--- config.mk ---
export PLATFORM = sky130hd
export DESIGN_NAME = bcd_display_scanner
export DESIGN_NICKNAME = d
export VERILOG_FILES = /design/src/rtl/bcd_display_scanner.sv
export SDC_FILE = /design/constraint.sdc
export NUM_CORES = 1
export LEC_CHECK = 0
export ABC_AREA = 1
export BUFFER_PORTS_ARGS = -buffer_cell sky130_fd_sc_hd__buf_2
export CORE_MARGIN = 4
export CORE_UTILIZATION = 63
export DETAILED_ROUTE_END_ITERATION = 8
export HOLD_SLACK_MARGIN = 0.02
export PLACE_DENSITY = 0.82
export RECOVER_POWER = 25
export SLEW_MARGIN = 15
export SYNTH_ARGS = -nofsm -noshare
export SYNTH_HDL_FRONTEND = slang
export SYNTH_SLANG_ARGS = --single-unit
--- constraint.sdc ---
create_clock -name clk -period 6.85 [get_ports clk]
set_input_delay 0.3425 -clock clk [delete_from_list [all_inputs] [get_ports clk]]
set_output_delay 0.3425 -clock clk [all_outputs]
set_load 0.02 [all_outputs]
--- src/rtl/bcd_display_scanner.sv ---
// Time-multiplexed driver for a signed 3-digit BCD value onto a shared digit bus.
// Optional macro LEADING_ZERO_BLANK_EN blanks leading zeros in hundreds/tens.
module bcd_display_scanner #(
  parameter int unsigned PRESCALE = 50000,
  parameter int unsigned CNT_W    = 20
) (
  input  logic       clk,
  input  logic       rst_n,
  input  logic       load_i,
  input  logic       sign_i,
  input  logic [3:0] d2_i,
  input  logic [3:0] d1_i,
  input  logic [3:0] d0_i,
  output logic [3:0] digit_code_o,
  output logic [3:0] digit_sel_o,
  output logic       blank_o,
  output logic       minus_o,
  output logic       err_o
);

  localparam int unsigned DIG_W = 4;
  localparam int unsigned IDX_W = 2;
  localparam int unsigned SEL_W = 4;
  localparam logic [CNT_W-1:0] CNT_LAST = CNT_W'(PRESCALE - 1);
  localparam logic [DIG_W-1:0] BCD_MAX  = DIG_W'(9);
  localparam logic [IDX_W-1:0] IDX_TENS = IDX_W'(1);
  localparam logic [IDX_W-1:0] IDX_HUND = IDX_W'(2);
  localparam logic [IDX_W-1:0] IDX_SIGN = IDX_W'(3);

  logic             sign_q, sign_d;
  logic [DIG_W-1:0] d2_q, d2_d;
  logic [DIG_W-1:0] d1_q, d1_d;
  logic [DIG_W-1:0] d0_q, d0_d;
  logic             err_q, err_d;
  logic [IDX_W-1:0] idx_q, idx_d;
  logic [CNT_W-1:0] cnt_q, cnt_d;
  logic [DIG_W-1:0] code_q, code_d;
  logic [SEL_W-1:0] sel_q, sel_d;
  logic             blank_q, blank_d;
  logic             minus_q, minus_d;

  logic [DIG_W-1:0] cur_digit;
  logic             lz_blank;
  logic             any_nonzero;

  // Hold registers, error flag and scan position for the coming edge
  always_comb begin
    sign_d = sign_q;
    d2_d   = d2_q;
    d1_d   = d1_q;
    d0_d   = d0_q;
    if (load_i) begin
      sign_d = sign_i;
      d2_d   = d2_i;
      d1_d   = d1_i;
      d0_d   = d0_i;
    end
    err_d = (d2_d > BCD_MAX) || (d1_d > BCD_MAX) || (d0_d > BCD_MAX);

    cnt_d = cnt_q + CNT_W'(1);
    idx_d = idx_q;
    if (cnt_q == CNT_LAST) begin
      cnt_d = '0;
      idx_d = idx_q + IDX_W'(1);
    end
  end

  always_comb begin
    cur_digit = d0_d;
    case (idx_d)
      IDX_TENS: cur_digit = d1_d;
      IDX_HUND: cur_digit = d2_d;
      default:  cur_digit = d0_d;
    endcase
  end

`ifdef LEADING_ZERO_BLANK_EN
  always_comb begin
    lz_blank = ((idx_d == IDX_HUND) && (d2_d == '0)) ||
               ((idx_d == IDX_TENS) && (d2_d == '0) && (d1_d == '0));
  end
`else
  always_comb begin
    lz_blank = 1'b0;
  end
`endif

  assign any_nonzero = |{d2_d, d1_d, d0_d};

  // Display controls for the position/count/hold values after the edge
  always_comb begin
    code_d  = '0;
    sel_d   = '1;
    blank_d = 1'b1;
    minus_d = 1'b0;
    if (cnt_d != '0) begin
      sel_d = ~(SEL_W'(1) << idx_d);
      if (idx_d == IDX_SIGN) begin
        if (sign_d && any_nonzero) begin
          minus_d = 1'b1;
          blank_d = 1'b0;
        end
      end else if (cur_digit > BCD_MAX) begin
        blank_d = 1'b1;
      end else begin
        code_d  = cur_digit;
        blank_d = lz_blank;
      end
    end
  end

  always_ff @(posedge clk or negedge rst_n) begin
    if (!rst_n) begin
      sign_q  <= 1'b0;
      d2_q    <= '0;
      d1_q    <= '0;
      d0_q    <= '0;
      err_q   <= 1'b0;
      idx_q   <= '0;
      cnt_q   <= '0;
      code_q  <= '0;
      sel_q   <= '1;
      blank_q <= 1'b1;
      minus_q <= 1'b0;
    end else begin
      sign_q  <= sign_d;
      d2_q    <= d2_d;
      d1_q    <= d1_d;
      d0_q    <= d0_d;
      err_q   <= err_d;
      idx_q   <= idx_d;
      cnt_q   <= cnt_d;
      code_q  <= code_d;
      sel_q   <= sel_d;
      blank_q <= blank_d;
      minus_q <= minus_d;
    end
  end

  assign digit_code_o = code_q;
  assign digit_sel_o  = sel_q;
  assign blank_o      = blank_q;
  assign minus_o      = minus_q;
  assign err_o        = err_q;

endmodule

Word level (Yosys, flattened, before mapping)
Cells that the tools add are included.
{"block": "totals", "input_bits": 16, "regBits": 46, "word_cells": 46, "out_inout_bits": 11}
{"block": "classes", "n_eq_ne": 4, "n_shift": 1, "n_reduce_logical": 5, "bitwise_logic": 1, "magnitude_cmp": 4, "add_sub_neg": 2, "n_mux": 18}
{"operator": "4-bit two-way mux", "count": 7}
{"operator": "20-bit by 1-bit adder with 20-bit output (second input constant)", "count": 1}
{"operator": "20-bit by 16-bit == test with 1-bit output (second input constant)", "count": 1}
{"operator": "20-bit two-way mux", "count": 1}
{"operator": "20-bit nonzero test", "count": 1}
{"operator": "4-bit > comparator (second input constant)", "count": 4}
{"operator": "12-bit OR reduction", "count": 1}
{"operator": "1-bit two-way mux", "count": 8}
{"operator": "4-bit case mux with 2 select lines", "count": 1}
{"operator": "2-bit == test (second input constant)", "count": 2}
{"operator": "4-bit NOT", "count": 1}
{"operator": "1-bit by 2-bit left shift with 4-bit output (first input constant)", "count": 1}
{"operator": "2-bit by 1-bit adder with 2-bit output (second input constant)", "count": 1}
{"operator": "2-bit by 1-bit == test with 1-bit output (second input constant)", "count": 1}
{"operator": "1-bit logical OR", "count": 2}
{"operator": "2-bit two-way mux", "count": 1}
{"operator": "1-bit logical AND", "count": 1}

Depth between registers and ports, before layout
Gate-level depths: netlist of the first run.
{"block": "logic_depth", "depth_word": 8, "depth_mapped": 16, "ltp_nobuf": 15}

Least setup slack after synthesis of the first run
Ideal clock, no wire load.
{"block": "synth_timing", "path_type": "register to register", "from": "register cnt_q[0]", "to": "register code_q[0], in the netlist digit_code_o[0]", "setup_time_ps": 63, "path_slack_ps": 4373, "n_path_buf": 1, "t_required_ps": 6787, "arrival_time_ps": 2414, "stages_incl_launch_ff": 16, "period_less_slack_ps": 2477, "cell_sequence": "dfrtp_1 ha_1 nand3_2 nor2_1 nand3_2 buf_6 xnor2_1 inv_1 ha_1 inv_1 nand3_1 o21ai_0 nand3_1 a21oi_1 nand2_1 inv_1"}
{"block": "synth_between", "elab_chain_cells": 8, "word_cells_on_any_way": 13, "classes_between": "1 x add/sub; 1 x order compare; 4 x eq/ne; 6 x mux; 1 x reduce/logical"}
{"element": "from (decl)", "line": "36", "source": "logic [CNT_W-1:0] cnt_q, cnt_d;"}
{"element": "from (signal assigned)", "line": "132", "source": "cnt_q <= cnt_d;"}
{"element": "20-bit by 16-bit == test with 1-bit output *", "line": "62", "source": "if (cnt_q == CNT_LAST) begin"}
{"element": "2-bit two-way mux *", "line": "62"}
{"element": "named net idx_d[0]", "line": "35", "source": "logic [IDX_W-1:0] idx_q, idx_d;"}
{"element": "2-bit == test / 2-bit by 1-bit == test with 1-bit output (equally long branches)", "line": "70", "source": "case (idx_d)"}
{"element": "4-bit case mux with 2 select lines", "line": "70"}
{"element": "4-bit > comparator", "line": "103", "source": "end else if (cur_digit > BCD_MAX) begin"}
{"element": "4-bit two-way mux", "line": "103"}
{"element": "4-bit two-way mux *", "line": "98", "source": "if (idx_d == IDX_SIGN) begin"}
{"element": "4-bit two-way mux *", "line": "96", "source": "if (cnt_d != '0) begin"}
{"element": "named net code_d[0]", "line": "37", "source": "logic [DIG_W-1:0] code_q, code_d;"}
{"element": "to (signal assigned)", "line": "133", "source": "code_q <= code_d;"}
{"element": "to (decl)", "line": "37"}
Mark *: on every way through the listed nets, which the timed path passes. The rest lies on a longest branch.

Worst setup path after layout of the first run
Ends and elaborated chain as after synthesis.

==> impl_metrics.py, run 1 <==
metrics = {
    "final_layout": {
        "drive_above_1_share_pct": 16.9,
        "multiInputGateArea_sq_um": 1150,
        "fin_util_pct": 73.7,
        "nets": 375,
        "fillCellCount": 288,
        "diodes": 0,
        "regArea_sq_um": 1160,
        "syn_to_final_growth_pct": 9.90,
    },
    "synth": {
        "async_reset_ff_share_pct": 100,
        "synthCells": 324,
        "syn_nets": 345,
        "syn-mean-instance-area_sq_um": 7.80,
        "yosys_most_used_dff": "dfrtp_1",
        "synth_top_area_share_pct": 40.6,
        "synth-edff-count": 0,
        "yosys-top-cells-count": "nand2_1 (108), inv_1 (50), dfrtp_1 (41)",
        "yosysWarnings": 0,
        "ys_seq_area_share_pct": 45.8,
        "synth-seq-cells": 46,
        "ys_types": 30,
        "synth_area_leaders": "dfrtp_1 (41%), nand2_1 (16%), inv_1 (7.4%), dfstp_2 (5.2%), nand3_1 (4.6%)",
        "synth_area_sq_um": 2530,
        "yosys.cell_count.top_type": "nand2_1",
        "synth_top_area_cell": "dfrtp_1",
    },
    "sta": {
        "finalCritPeriodShare_pct": 45.8,
        "tns_ns": 0,
        "whs_ns": 0.284,
        "finalSetupViolations": 0,
        "relSlewSlack_pct": -60.1,
        "hold_viol": 0,
        "fin_worst_skew_ns": 0.0111,
        "finalMaxSlewViolations": 47,
        "max_freq_mhz": 319,
        "layout_min_cycle_time_ns": 3.14,
        "worstMarginPinSlew_ns": 2.40,
        "rsz0062_at_grt": "false",
    },
    "detailed_routing": {
        "drc": 0,
        "vias_per_cell": 5.26,
        "drt_iter0_drc": 193,
        "wirelength_um": 5440,
        "first_pass_iters": 5,
        "vias": 2118,
        "routedWlPerCell_um": 13.5,
        "postRouteAntennaNets": 0,
    },
    "critical_path": {
        "reg2reg_slack_ns": 3.71,
        "rr_endpoint": "digit_code_o[0]$_DFF_PN0_",
        "ff2ff_path_depth": 14,
        "reg2reg_from": "cnt_q[0]$_DFF_PN0_",
        "cp_common_cell": "inv_1",
        "cp_cell_sequence": "ha_1, nand3_2, nor2_1, nand3_2, xnor2_1, inv_1, ha_1, inv_1, nand3_1, o21ai_0, nand2_1, a21oi_1, nand2_1, inv_1",
        "crit_start": "cnt_q[0]$_DFF_PN0_",
        "worst-path-max-fanout": 13,
        "crit_buf_inv": 3,
        "max_stage_delay_ns": 0.43,
        "cp.depth": 14,
        "worstSetupPathType": "flop to flop",
        "crit_end": "digit_code_o[0]$_DFF_PN0_",
        "cp-end-kind": "flop",
        "critPathRequiredTime_ns": 7.09,
        "crit_path_top_delay_cell": "dfrtp_1",
        "path_delay_family": "simple AND/OR/NAND/NOR gates",
        "cp-start-kind": "flop",
        "cp_data_arrival_time_ns": 3.37,
    },
    "pwr": {
        "netSwitchingFraction_pct": 25.1,
        "power_density_nw_per_um2": 176,
        "internal_power_uw": 367,
        "clkPwrFrac_pct": 32.9,
        "total_power_uw": 490,
        "pwr-share-seq_pct": 58.2,
        "switchingPower_uw": 123,
        "p_leak_nw": 1.50,
        "ir_drop_uv": 131,
        "pwr-share-comb_pct": 8.9,
    },
    "floorplan": {
        "die_x_um": 71.3,
        "num_io_pins": 27,
        "start_util_pct": 67.0,
        "core_sq_um": 3770,
        "row_count": 22,
        "fp.dieH_um": 71.3,
        "die_area_sq_um": 5090,
    },
    "global_route": {
        "antenna_found_initial": 0,
        "grt_max_degree": 47,
        "grt_overflow": 0,
        "grt_pass1_wl_um": 9250,
        "grt_use_total_pct": 23.0,
        "grt_pass1_vias": 2082,
    },
    "clock_network": {
        "worstSkewPairLatency_ns": 0.30,
        "cts_resized": 0,
        "htree_levels": 2,
        "postCtsSetupRepairBufs": 0,
        "tritoncts": "yes",
        "numCtsBuffers": 5,
        "clock_path_buffers": 2,
        "clkTransAtPathRegs_ns": 0.09,
        "cts_hold_buf": 0,
        "clock-root-buffer": "clkbuf_8",
        "clkSinkCount": 46,
    },
    "placement": {
        "place.port_buffers": 26,
        "place.gp.congestion": 0.897,
        "hpwlAfterDp_um": 4120,
    },
    "status": {
        "violations": "capacitance limit, slew limit",
        "status": "complete, but fails checks",
    },
    "flow_run": {
        "maxCapViolCount": 1,
    },
    "worst_hold_path": {
        "hold_path_class": "input port to flop",
    },
}
how the worst min path moves through the flow:
stage,end,startpoint,depth (start not counted)
floorplan,cnt_q[0]$_DFF_PN0_,rst_n,0
global placement,sign_q$_DFF_PN0_,sign_q$_DFF_PN0_,2
detailed placement,sign_q$_DFF_PN0_,sign_q$_DFF_PN0_,2
CTS,cnt_q[5]$_DFF_PN0_,rst_n,1
global route,sign_q$_DFF_PN0_,sign_i,3
finish,sign_q$_DFF_PN0_,sign_i,3
layout make-up:
type	count	share of cell area, %
multi-input combinational	223	41.5
tap	48	2.16
timing repair buffer	26	4.59
sequential	46	41.7
inverter	52	7.03
clock buffer	7	2.75
clock inverter	1	0.270
registers in the layout (all words and copies together), names as in the netlist:
register	cells
blank_o	1
cnt_q	20
d0_q	4
d1_q	4
d2_q	4
digit_code_o	4
digit_sel_o	4
err_o	1
idx_q	2
minus_o	1
sign_q	1
placed cells by master (no fill, tap or decap):
master	instances
nand2_1	108
a21oi_1	3
dfrtp_1	41
nand3_2	4
and2_1	1
o21ai_0	11
nor3b_1	1
ha_1	5
o21bai_1	3
clkbuf_1	4
clkinvlp_4	1
nand3b_1	1
xnor2_1	2
nand3_1	23
inv_2	2
nor2_2	6
clkbuf_8	5
buf_2	24
inv_1	50
nor2_8	1
nor3_1	4
xor2_2	1
nor4_1	1
nand3_4	1
dfstp_2	5
xor2_1	5
nand2_2	4
nand4_1	8
nor2_4	5
nand2_4	1
nor2_1	23
a22o_1	1
worst min-delay path: stages:
cell	delay, ns
buf_2	0.07
nand2_1	0.04
nand2_1	0.08
power by group through the flow:
stage / Combinational (mW) / Sequential, mW / Clock (mW)
2_1_floorplan: 0.0195 / 0.295 / 0
3_3_place_gp: 0.0425 / 0.290 / 0
3_5_place_dp: 0.0439 / 0.290 / 0
4_1_cts: 0.0440 / 0.285 / 0.162
5_1_grt: 0.0490 / 0.287 / 0.175
6_report: 0.0435 / 0.285 / 0.161
cell families (layout without fill, tap and decap cells):
| kind of cell | Yosys count | after routing | synth area share, % |
|---|---|---|---|
| simple gates | 192 | 192 | 36.1 |
| fa+ha+maj | 5 | 5 | 2.48 |
| compound gates | 18 | 18 | 4.01 |
| buf+inv | 55 | 86 | 8.56 |
| flops | 46 | 46 | 45.8 |
| xor+xnor | 8 | 8 | 3.07 |
through the flow:
step | cell area (sq um) | setup slack [ns] | instances
finish | 2780 | 3.71 | 403
CTS | 2780 | 3.74 | 403
detailed placement | 2700 | 3.80 | 395
global placement | 2700 | 4.08 | 395
floorplan | 2530 | 4.37 | 324
global route | 2780 | 3.40 | 403
per-layer routing:
metal | global-route usage [%] | wire [um] | vias to the layer above | part of all wire (%)
met3 | 4.49 | 230 | 14 | 4.2
li1 | - | - | 1062 | -
met5 | 0 | 0 | - | 0
met1 | 27.8 | 2250 | 980 | 41
met2 | 41.2 | 2850 | 62 | 52
met4 | 7.31 | 102 | 0 | 1.9
(Power assumes the default switching activity.)
==> run 2, diff against run 1 <==
- CORE_UTILIZATION: 63 -> 58
- PLACE_DENSITY: 0.82 -> 0.76
- clock period: 6.85 -> 3.2 ns (I/O delays scaled with it)
==> run 2 against run 1 <==
Against the previous run: clock-buffer cell count shrank 1; routed wire length shrank 1.7%; clock power grew to 2.6 times the previous value; fmax grew 13%; hold slack lost 0.19 ns; flip-flop and latch count is the same; total power grew 130%; via count grew 0.28%; sequential power grew 110%; the flow still finishes with violations (capacitance limit, slew limit); clock skew shrank 0.0079 ns; global-route usage shrank 1.4 points.
==> impl_metrics.py, run 2 (synthesis gave the netlist of run 1 again) <==
metrics = {
    "final_layout": {
        "layout_commonest_cell": "nand2_1",
        "diodes": 0,
        "nets": 376,
        "multiInputGateArea_sq_um": 1150,
        "fin_util_pct": 68.4,
        "fillCellCount": 347,
        "drive_above_1_share_pct": 17.4,
        "largest_reg_flops": 20,
        "regArea_sq_um": 1160,
        "top_register": "cnt_q",
        "syn_to_final_growth_pct": 11.3,
        "most-common-layout-cells": "nand2_1 (108), inv_1 (50), dfrtp_1 (41)",
    },
    "worst_hold_path": {
        "hold-path-endpoint": "sign_q$_DFF_PN0_",
        "hold_start": "sign_i",
        "hold_path_class": "input port to flop",
        "holdPathStages": 3,
    },
    "floorplan": {
        "die_area_sq_um": 5480,
        "row_count": 23,
        "core_sq_um": 4120,
        "num_io_pins": 27,
        "die_x_um": 74.0,
        "fp.dieH_um": 74.0,
        "start_util_pct": 61.4,
    },
    "detailed_routing": {
        "drt_iter0_drc": 122,
        "drc": 0,
        "vias_per_cell": 5.23,
        "postRouteAntennaNets": 0,
        "first_pass_iters": 4,
        "vias": 2124,
        "routedWlPerCell_um": 13.2,
        "wirelength_um": 5340,
    },
    "placement": {
        "place.port_buffers": 26,
        "hpwlAfterDp_um": 4020,
        "place.gp.congestion": 0.914,
    },
    "clock_network": {
        "clock-root-buffer": "clkbuf_8",
        "htree_levels": 2,
        "clkSinkCount": 46,
        "worstSkewPairLatency_ns": 0.29,
        "postCtsSetupRepairBufs": 0,
        "cts_hold_buf": 0,
        "clock_path_buffers": 2,
        "numCtsBuffers": 5,
        "tritoncts": "yes",
        "clkTransAtPathRegs_ns": 0.08,
        "cts_resized": 0,
    },
    "sta": {
        "finalCritPeriodShare_pct": 86.9,
        "fin_worst_skew_ns": 0.00325,
        "worstMarginPinSlew_ns": 2.40,
        "rsz0062_at_grt": "false",
        "finalMaxSlewViolations": 47,
        "whs_ns": 0.0977,
        "hold_viol": 0,
        "tns_ns": 0,
        "max_freq_mhz": 360,
        "relSlewSlack_pct": -59.9,
        "finalSetupViolations": 0,
        "layout_min_cycle_time_ns": 2.78,
    },
    "critical_path": {
        "rr_endpoint": "digit_code_o[0]$_DFF_PN0_",
        "cp-end-kind": "flop",
        "cp_common_cell": "inv_1",
        "cp-start-kind": "flop",
        "reg2reg_slack_ns": 0.42,
        "crit_path_top_delay_cell": "dfrtp_1",
        "ff2ff_path_depth": 13,
        "worstSetupPathType": "flop to flop",
        "crit_buf_inv": 3,
        "reg2reg_from": "cnt_q[0]$_DFF_PN0_",
        "path_delay_family": "simple AND/OR/NAND/NOR gates",
        "cp_data_arrival_time_ns": 3.02,
        "max_stage_delay_ns": 0.44,
        "critPathRequiredTime_ns": 3.44,
        "cp_cell_sequence": "ha_1, nand3_2, nor3b_1, nand4_1, xor2_1, inv_1, ha_1, inv_1, o21ai_0, nand2_1, a21oi_1, nand2_1, inv_1",
        "worst-path-max-fanout": 6,
    },
    "global_route": {
        "grt_pass1_vias": 2151,
        "grt_max_degree": 47,
        "grt_overflow": 0,
        "antenna_found_initial": 0,
        "grt_use_total_pct": 21.7,
        "grt_pass1_wl_um": 9090,
    },
    "pwr": {
        "power_density_nw_per_um2": 400,
        "total_power_mw": 1.13,
        "ir_drop_uv": 270,
        "p_leak_nw": 1.52,
    },
    "flow_run": {
        "maxCapViolCount": 1,
    },
    "status": {
        "violations": "capacitance limit, slew limit",
        "status": "complete, but fails checks",
    },
}
[run 2: report_power, final]
| part | switching (mW) | total (mW) | internal (mW) |
|---|---|---|---|
| Clock | 0.192 | 0.425 | 0.233 |
| Sequential | 0.00502 | 0.609 | 0.604 |
| Combinational | 0.0643 | 0.0916 | 0.0273 |
[run 2: through the flow]
stage                     instances  worst slack, ns  cell area, sq um
after detailed placement        398            0.516              2710
final                           406            0.419              2810
after global routing            406           0.0806              2810
after CTS                       406            0.452              2820
after floorplan                 324            0.723              2530
after global placement          398            0.593              2710
[run 2: worst max-delay path by stage]
stage | from | to | slack, ns | depth (start not counted)
floorplan | cnt_q[0]$_DFF_PN0_ | digit_code_o[0]$_DFF_PN0_ | 0.72 | 15
global route | cnt_q[0]$_DFF_PN0_ | digit_code_o[0]$_DFF_PN0_ | 0.08 | 13
finish | cnt_q[0]$_DFF_PN0_ | digit_code_o[0]$_DFF_PN0_ | 0.42 | 13
CTS | cnt_q[0]$_DFF_PN0_ | digit_code_o[0]$_DFF_PN0_ | 0.45 | 13
global placement | cnt_q[0]$_DFF_PN0_ | digit_code_o[0]$_DFF_PN0_ | 0.59 | 14
detailed placement | cnt_q[0]$_DFF_PN0_ | digit_code_o[0]$_DFF_PN0_ | 0.52 | 13
[run 2: layer usage]
| layer | wire length [um] | vias up | track usage [%] |
|---|---|---|---|
| met5 | 0 | - | 0 |
| met4 | 120 | 0 | 9.05 |
| met3 | 190 | 15 | 3.92 |
| met2 | 2850 | 47 | 39.9 |
| met1 | 2190 | 999 | 24.5 |
| li1 | - | 1063 | - |
[run 2: layout make-up]
cell class	instances	share of cell area [%]
inverters	52	6.94
clock inverters	2	1.33
flip-flops and latches	46	41.1
clock buffers	6	2.58
repair buffers	27	4.80
multi-input cells	223	41.0
well taps	50	2.22
[run 2: worst reg2reg max path: cells and delay by family, from the launching register on]
| kind | cells | cell delay (ns) |
|---|---|---|
| AO/OA/AOI/OAI | 2 | 0.45 |
| adder cells (fa/ha/maj) | 2 | 0.58 |
| buffers and inverters | 3 | 0.27 |
| XOR/XNOR | 1 | 0.26 |
| flip-flops | 1 | 0.44 |
| AND/OR/NAND/NOR | 5 | 0.72 |
